**src/rtl/writeback_pkg.sv**
```systemverilog
// Shared widths, state encoding and the latched execute-result record for the commit stage.
package writeback_pkg;
  localparam int WORD            = 16;
  localparam int MEM_TIMEOUT_DEF = 8;

  // Status register flag bit positions
  localparam int Zf = 0;
  localparam int Cf = 1;
  localparam int Nf = 2;
  localparam int If = 3;

  typedef enum logic [1:0] {
    IDLE     = 2'd0,
    MEM_WAIT = 2'd1,
    COMMIT   = 2'd2,
    DONE     = 2'd3
  } wb_state_t;

  typedef struct packed {
    logic            reg_wb;
    logic            flag_update;
    logic            jump;
    logic [2:0]      reg_code;
    logic [WORD-1:0] reg_val;
    logic [WORD-1:0] mem_addr;
    logic [WORD-1:0] mem_val;
    logic [WORD-1:0] sreg;
    logic [WORD-1:0] jump_loc;
    logic [WORD-1:0] jump_inc;
  } exe_res_t;
endpackage

```
**src/rtl/writeback.sv**
```systemverilog
// Commit stage: latches one execute result, performs the memory write, commits RF/SREG/PC.
// Latency: wb_done 2 cycles after exe_valid for register-only ops, 2 cycles after mem_ack for memory ops.
// Backpressure: single entry; exe_valid while busy is dropped and flagged on the sticky overrun output.
module writeback
  import writeback_pkg::*;
#(
  parameter logic [WORD-1:0] PC_RESET    = '0,
  parameter int              MEM_TIMEOUT = MEM_TIMEOUT_DEF
) (
  input  logic            clk,
  input  logic            rst,
  input  logic            exe_valid,
  input  logic            reg_wb,
  input  logic            mem_wb,
  input  logic            flag_update,
  input  logic            jump,
  input  logic [2:0]      reg_write_code,
  input  logic [WORD-1:0] reg_write_val,
  input  logic [WORD-1:0] mem_write_addr,
  input  logic [WORD-1:0] mem_write_val,
  input  logic [WORD-1:0] SREG_in,
  input  logic [WORD-1:0] PC_jump_loc,
  input  logic [WORD-1:0] PC_jump_inc,
  output logic            rf_we,
  output logic [2:0]      rf_waddr,
  output logic [WORD-1:0] rf_wdata,
  output logic            mem_req,
  output logic [WORD-1:0] mem_addr,
  output logic [WORD-1:0] mem_wdata,
  input  logic            mem_ack,
  output logic [WORD-1:0] PC,
  output logic [WORD-1:0] SREG,
  output logic            wb_done,
  output logic            busy,
  output logic            mem_err,
  output logic            overrun
);

  localparam int CW = $clog2(MEM_TIMEOUT + 1);

  wb_state_t       state, state_nxt;
  exe_res_t        res;
  logic [CW-1:0]   tcnt, tcnt_nxt;
  logic            err_set;

  always_comb begin
    state_nxt = state;
    tcnt_nxt  = tcnt;
    err_set   = 1'b0;
    case (state)
      IDLE: begin
        tcnt_nxt = '0;
        if (exe_valid) state_nxt = mem_wb ? MEM_WAIT : COMMIT;
      end
      MEM_WAIT: begin
        // An ack on the last permitted cycle still counts as a clean write.
        if (mem_ack) begin
          state_nxt = COMMIT;
        end else if (tcnt == CW'(MEM_TIMEOUT - 1)) begin
          err_set   = 1'b1;
          state_nxt = COMMIT;
        end else begin
          tcnt_nxt = tcnt + 1'b1;
        end
      end
      COMMIT:  state_nxt = DONE;
      DONE:    state_nxt = IDLE;
      default: state_nxt = IDLE;
    endcase
  end

  always_ff @(posedge clk) begin
    if (rst) begin
      state   <= IDLE;
      res     <= '0;
      tcnt    <= '0;
      PC      <= PC_RESET;
      SREG    <= '0;
      mem_err <= 1'b0;
      overrun <= 1'b0;
    end else begin
      state <= state_nxt;
      tcnt  <= tcnt_nxt;
      if (state == IDLE && exe_valid) begin
        res.reg_wb      <= reg_wb;
        res.flag_update <= flag_update;
        res.jump        <= jump;
        res.reg_code    <= reg_write_code;
        res.reg_val     <= reg_write_val;
        res.mem_addr    <= mem_write_addr;
        res.mem_val     <= mem_write_val;
        res.sreg        <= SREG_in;
        res.jump_loc    <= PC_jump_loc;
        res.jump_inc    <= PC_jump_inc;
      end
      if (state != IDLE && exe_valid) overrun <= 1'b1;
      if (err_set) mem_err <= 1'b1;
      if (state == COMMIT) begin
        if (res.flag_update) SREG <= res.sreg;
        PC <= res.jump ? res.jump_loc : PC + res.jump_inc;
      end
    end
  end

  assign rf_we     = (state == COMMIT) && res.reg_wb;
  assign rf_waddr  = res.reg_code;
  assign rf_wdata  = res.reg_val;
  assign mem_req   = (state == MEM_WAIT);
  assign mem_addr  = res.mem_addr;
  assign mem_wdata = res.mem_val;
  assign wb_done   = (state == DONE);
  assign busy      = (state != IDLE);

endmodule

```
**config.mk**
```make
export PLATFORM = sky130hd
export DESIGN_NAME = writeback
export DESIGN_NICKNAME = d
export VERILOG_FILES = /design/src/rtl/writeback_pkg.sv /design/src/rtl/writeback.sv
export SDC_FILE = /design/constraint.sdc
export NUM_CORES = 1
export LEC_CHECK = 0
export CORE_MARGIN = 4
export CORE_UTILIZATION = 40
export DETAILED_ROUTE_END_ITERATION = 16
export HOLD_SLACK_MARGIN = 0.08
export PLACE_DENSITY_LB_ADDON = 0.08
export SYNTH_ARGS = -nofsm -noshare
export SYNTH_HDL_FRONTEND = slang
export SYNTH_SLANG_ARGS = --single-unit
```
**constraint.sdc**
```tcl
create_clock -name clk -period 4.9 [get_ports clk]
set_clock_uncertainty 0.1 [all_clocks]
set_input_delay 0.735 -clock clk [delete_from_list [all_inputs] [get_ports clk]]
set_output_delay 0.735 -clock clk [all_outputs]
set_load 0.05 [all_outputs]
```
==> impl_metrics.toml <==
[synth]
synth.distinct_cells = 47
avgSynthCellArea_um2 = 7.918
syn_inst = 779
synth_area_leaders = "dfxtp_1 46%, nand2_1 16%, a21oi_1 11%"
synthXorXnorAreaFrac = 0.02130
yosys_warnings = 0
synthAdderAreaFrac = 0.04381
ys_seq_elements = 142
synth_top_family_by_area = "simple AND/OR/NAND/NOR gates"
async_flop_share = 0
synth_edf_count = 0
synth_nets = 907
synthTopCellsByCount = "262 x nand2_1, 142 x dfxtp_1, 133 x a21oi_1"
synth_largest_area_cell = "dfxtp_1"
synth-seq-area-share = 0.4609
synth_compound_area_frac = 0.1677
syn_area_um2 = 6168
synthMuxAreaShare = 0.01298
dominantRegCellSynth = "dfxtp_1"
yosysMostFrequentCell = "nand2_1"
yosysTopAreaCellShare = 0.4609
yosys.area_share.simple = 0.1984

[flow_run]
drv_cap = 0

[grt]
grt_overflow = 0
grt_pass1_vias = 5267
grt_usage = 0.1809
grt_antenna_before_repair = 0
grt_max_degree = 103
grt_pass1_wl_mm = 26.08

[critical_path]
endpoint = "rf_we"
reg2reg_depth = 8
cp_max_fo = 31
rr_startpoint = "PC[0]"
critPathMaxStageDelay_ns = 0.81
path_cells = "inv_1, ha_1, buf_4, and2_1, clkdlybuf4s50_1"
cp.required_ns = 4.07
critPathSlowestCell = "clkdlybuf4s50_1"
endpoint_kind = "primary output"
reg2reg_slack_ns = 2.38
crit_arrival_ns = 2.35
reg2reg_to = "PC[12]"
cp-start-kind = "register"
startpoint = "state[0]"
critPathKind = "reg2out"

[floorplanning]
ioPinCount = 196
die_y_um = 132.2
die_x_um = 132.2
num_rows = 45
core_region_area_um2 = 15150
initial_core_util = 0.4073
die_area_um2 = 17470

[pwr]
internal_power_mw = 2.502
combPwrFrac = 0.327
sequentialPowerShare = 0.364
ir_worst_vdd_mv = 0.2362
swShare = 0.3564
p_sw_mw = 1.385
clkPwrFrac = 0.309
leakage_nw = 3.191
power_density_nw_per_um2 = 462.9

[final_layout]
antennaDiodeCount = 0
syn2layout_area_growth_pct = 36.15
final_nets = 1027
drive_gt1_frac = 0.04835
instances_no_fill = 1098
fillers = 1389

[placement]
pre_cts_ws_ns = 1.883
hpwl_mm = 10.88
gp_congestion = 0.7735
numPlacedInstances = 1068
io_buffer_count = 195

[timing]
max_slew_margin = 0.2505
layout_setup_ws_ns = 1.718
fin_tns_setup_ns = 0
rsz0062_at_grt = "false"
max_slew.worst_pin.slew_ns = 1.124
hold_viol = 0
fmax_mhz = 314.3
setup_viol = 0
whs_ns = 0.3483
finalCritPeriodShare = 0.6494
fin_crit_ns = 3.182
final-max-slew-violation-count = 0

[status]
status = "finished clean"

[clock_tree]
cts_setup_buffers = 0
numCtsBuffers = 17
cts_tree = "yes"
worstSkewPairLatency_ns = 0.41
cts_resized = 0
clock_tree.root_cell = "clkbuf_16"
cts_buffer_depth = 2
path_clk_slew_ns = 0.06
holdBufCountCts = 0
htreeDepth = 4
cts_sinks = 142

[detailed_routing]
num_vias = 5387
drtPass1Iterations = 4
drc = 0
drt-initial-drc-count = 234
wirelength_mm = 15.97
final_antenna_net_count = 0
wl_per_cell_um = 14.54
viasPerCell = 4.906

[hold_path]
hp-class = "reg2reg"
power groups by stage:
stage	clock, mW	combinational (mW)	sequential [mW]
3_3_place_gp	0	1.26	1.43
5_1_grt	1.28	1.38	1.44
6_report	1.20	1.27	1.42
4_1_cts	1.23	1.29	1.42
3_5_place_dp	0	1.28	1.44
2_1_floorplan	0	0.852	1.51
state kept, by name (all words and copies together), names as in the netlist:
register and cells:
overrun 1, SREG 16, res 51, tcnt 4, rf_wdata 16, mem_addr 16
rf_waddr 3, PC 16, state 2, mem_err 1, mem_wdata 16
layer usage:
metal	global-route usage	part of all wire	vias up
met5	0	0	-
met1	0.2299	0.45	2460
met2	0.2882	0.45	157
li1	-	-	2753
met3	0.06985	0.079	17
met4	0.05023	0.014	0
worst min path at each step:
| stage | startpoint | end | slack (ns) | depth (start not counted) |
|---|---|---|---|---|
| floorplan | res[28] | res[28] | 0.33 | 2 |
| global placement | res[38] | SREG[6] | 0.34 | 2 |
| detailed placement | res[38] | SREG[6] | 0.34 | 2 |
| CTS | res[39] | SREG[7] | 0.35 | 2 |
| global route | mem_addr[6] | mem_addr[6] | 0.37 | 2 |
| finish | res[39] | SREG[7] | 0.35 | 2 |
through the flow:
stage                     instance area, um2    util  total power, mW
after global routing                    8398  0.5545            4.099
final                                   8398  0.5545            3.887
after floorplan                         6168       -            2.363
after CTS                               8398  0.5545            3.930
after global placement                  7848  0.5181            2.690
after detailed placement                7848  0.5181            2.720
logic make-up (layout without fill, tap and decap cells):
| group | count (synthesis) | count (layout) |
|---|---|---|
| AO/OA/AOI/OAI | 179 | 179 |
| XOR/XNOR | 15 | 15 |
| adder cells (fa/ha/maj) | 21 | 21 |
| buffers and inverters | 105 | 236 |
| flip-flops | 142 | 142 |
| multiplexers | 8 | 8 |
| AND/OR/NAND/NOR | 309 | 309 |
area by class of cell:
| type | count | area (um2) | area share |
|---|---|---|---|
| clock inverters | 7 | 62.56 | 0.007449 |
| multi-input cells | 532 | 2755 | 0.3281 |
| inverters | 8 | 30.03 | 0.003576 |
| clock buffers | 23 | 488.0 | 0.05810 |
| flip-flops and latches | 142 | 2843 | 0.3385 |
| repair buffers | 198 | 1984 | 0.2363 |
| well taps | 188 | 235.2 | 0.02801 |
cell usage in the layout, fill, tap and decap left out, types with 4 or more instances in the layout:
master | Yosys | final
a21oi_1 | 133 | 133
dfxtp_1 | 142 | 142
clkdlybuf4s50_1 | 0 | 194
and2_1 | 4 | 4
ha_1 | 20 | 20
clkbuf_8 | 0 | 4
a21o_1 | 4 | 4
inv_1 | 7 | 7
nor2_1 | 24 | 23
mux2i_1 | 8 | 8
nand4_1 | 5 | 5
clkbuf_16 | 0 | 17
o211a_1 | 4 | 4
o21ai_1 | 6 | 6
o211ai_1 | 7 | 7
xor2_1 | 7 | 7
xnor2_1 | 8 | 8
clkinv_2 | 0 | 5
nand2_1 | 262 | 261
a211oi_1 | 4 | 4
critical path: cells and delay by family (launching register included):
family	cells	cell delay, ns
AND/OR/NAND/NOR	1	0.19
buffers and inverters	3	1.23
flip-flops	1	0.34
adder cells (fa/ha/maj)	1	0.15
No activity file was read; power rests on OpenSTA's default activity.
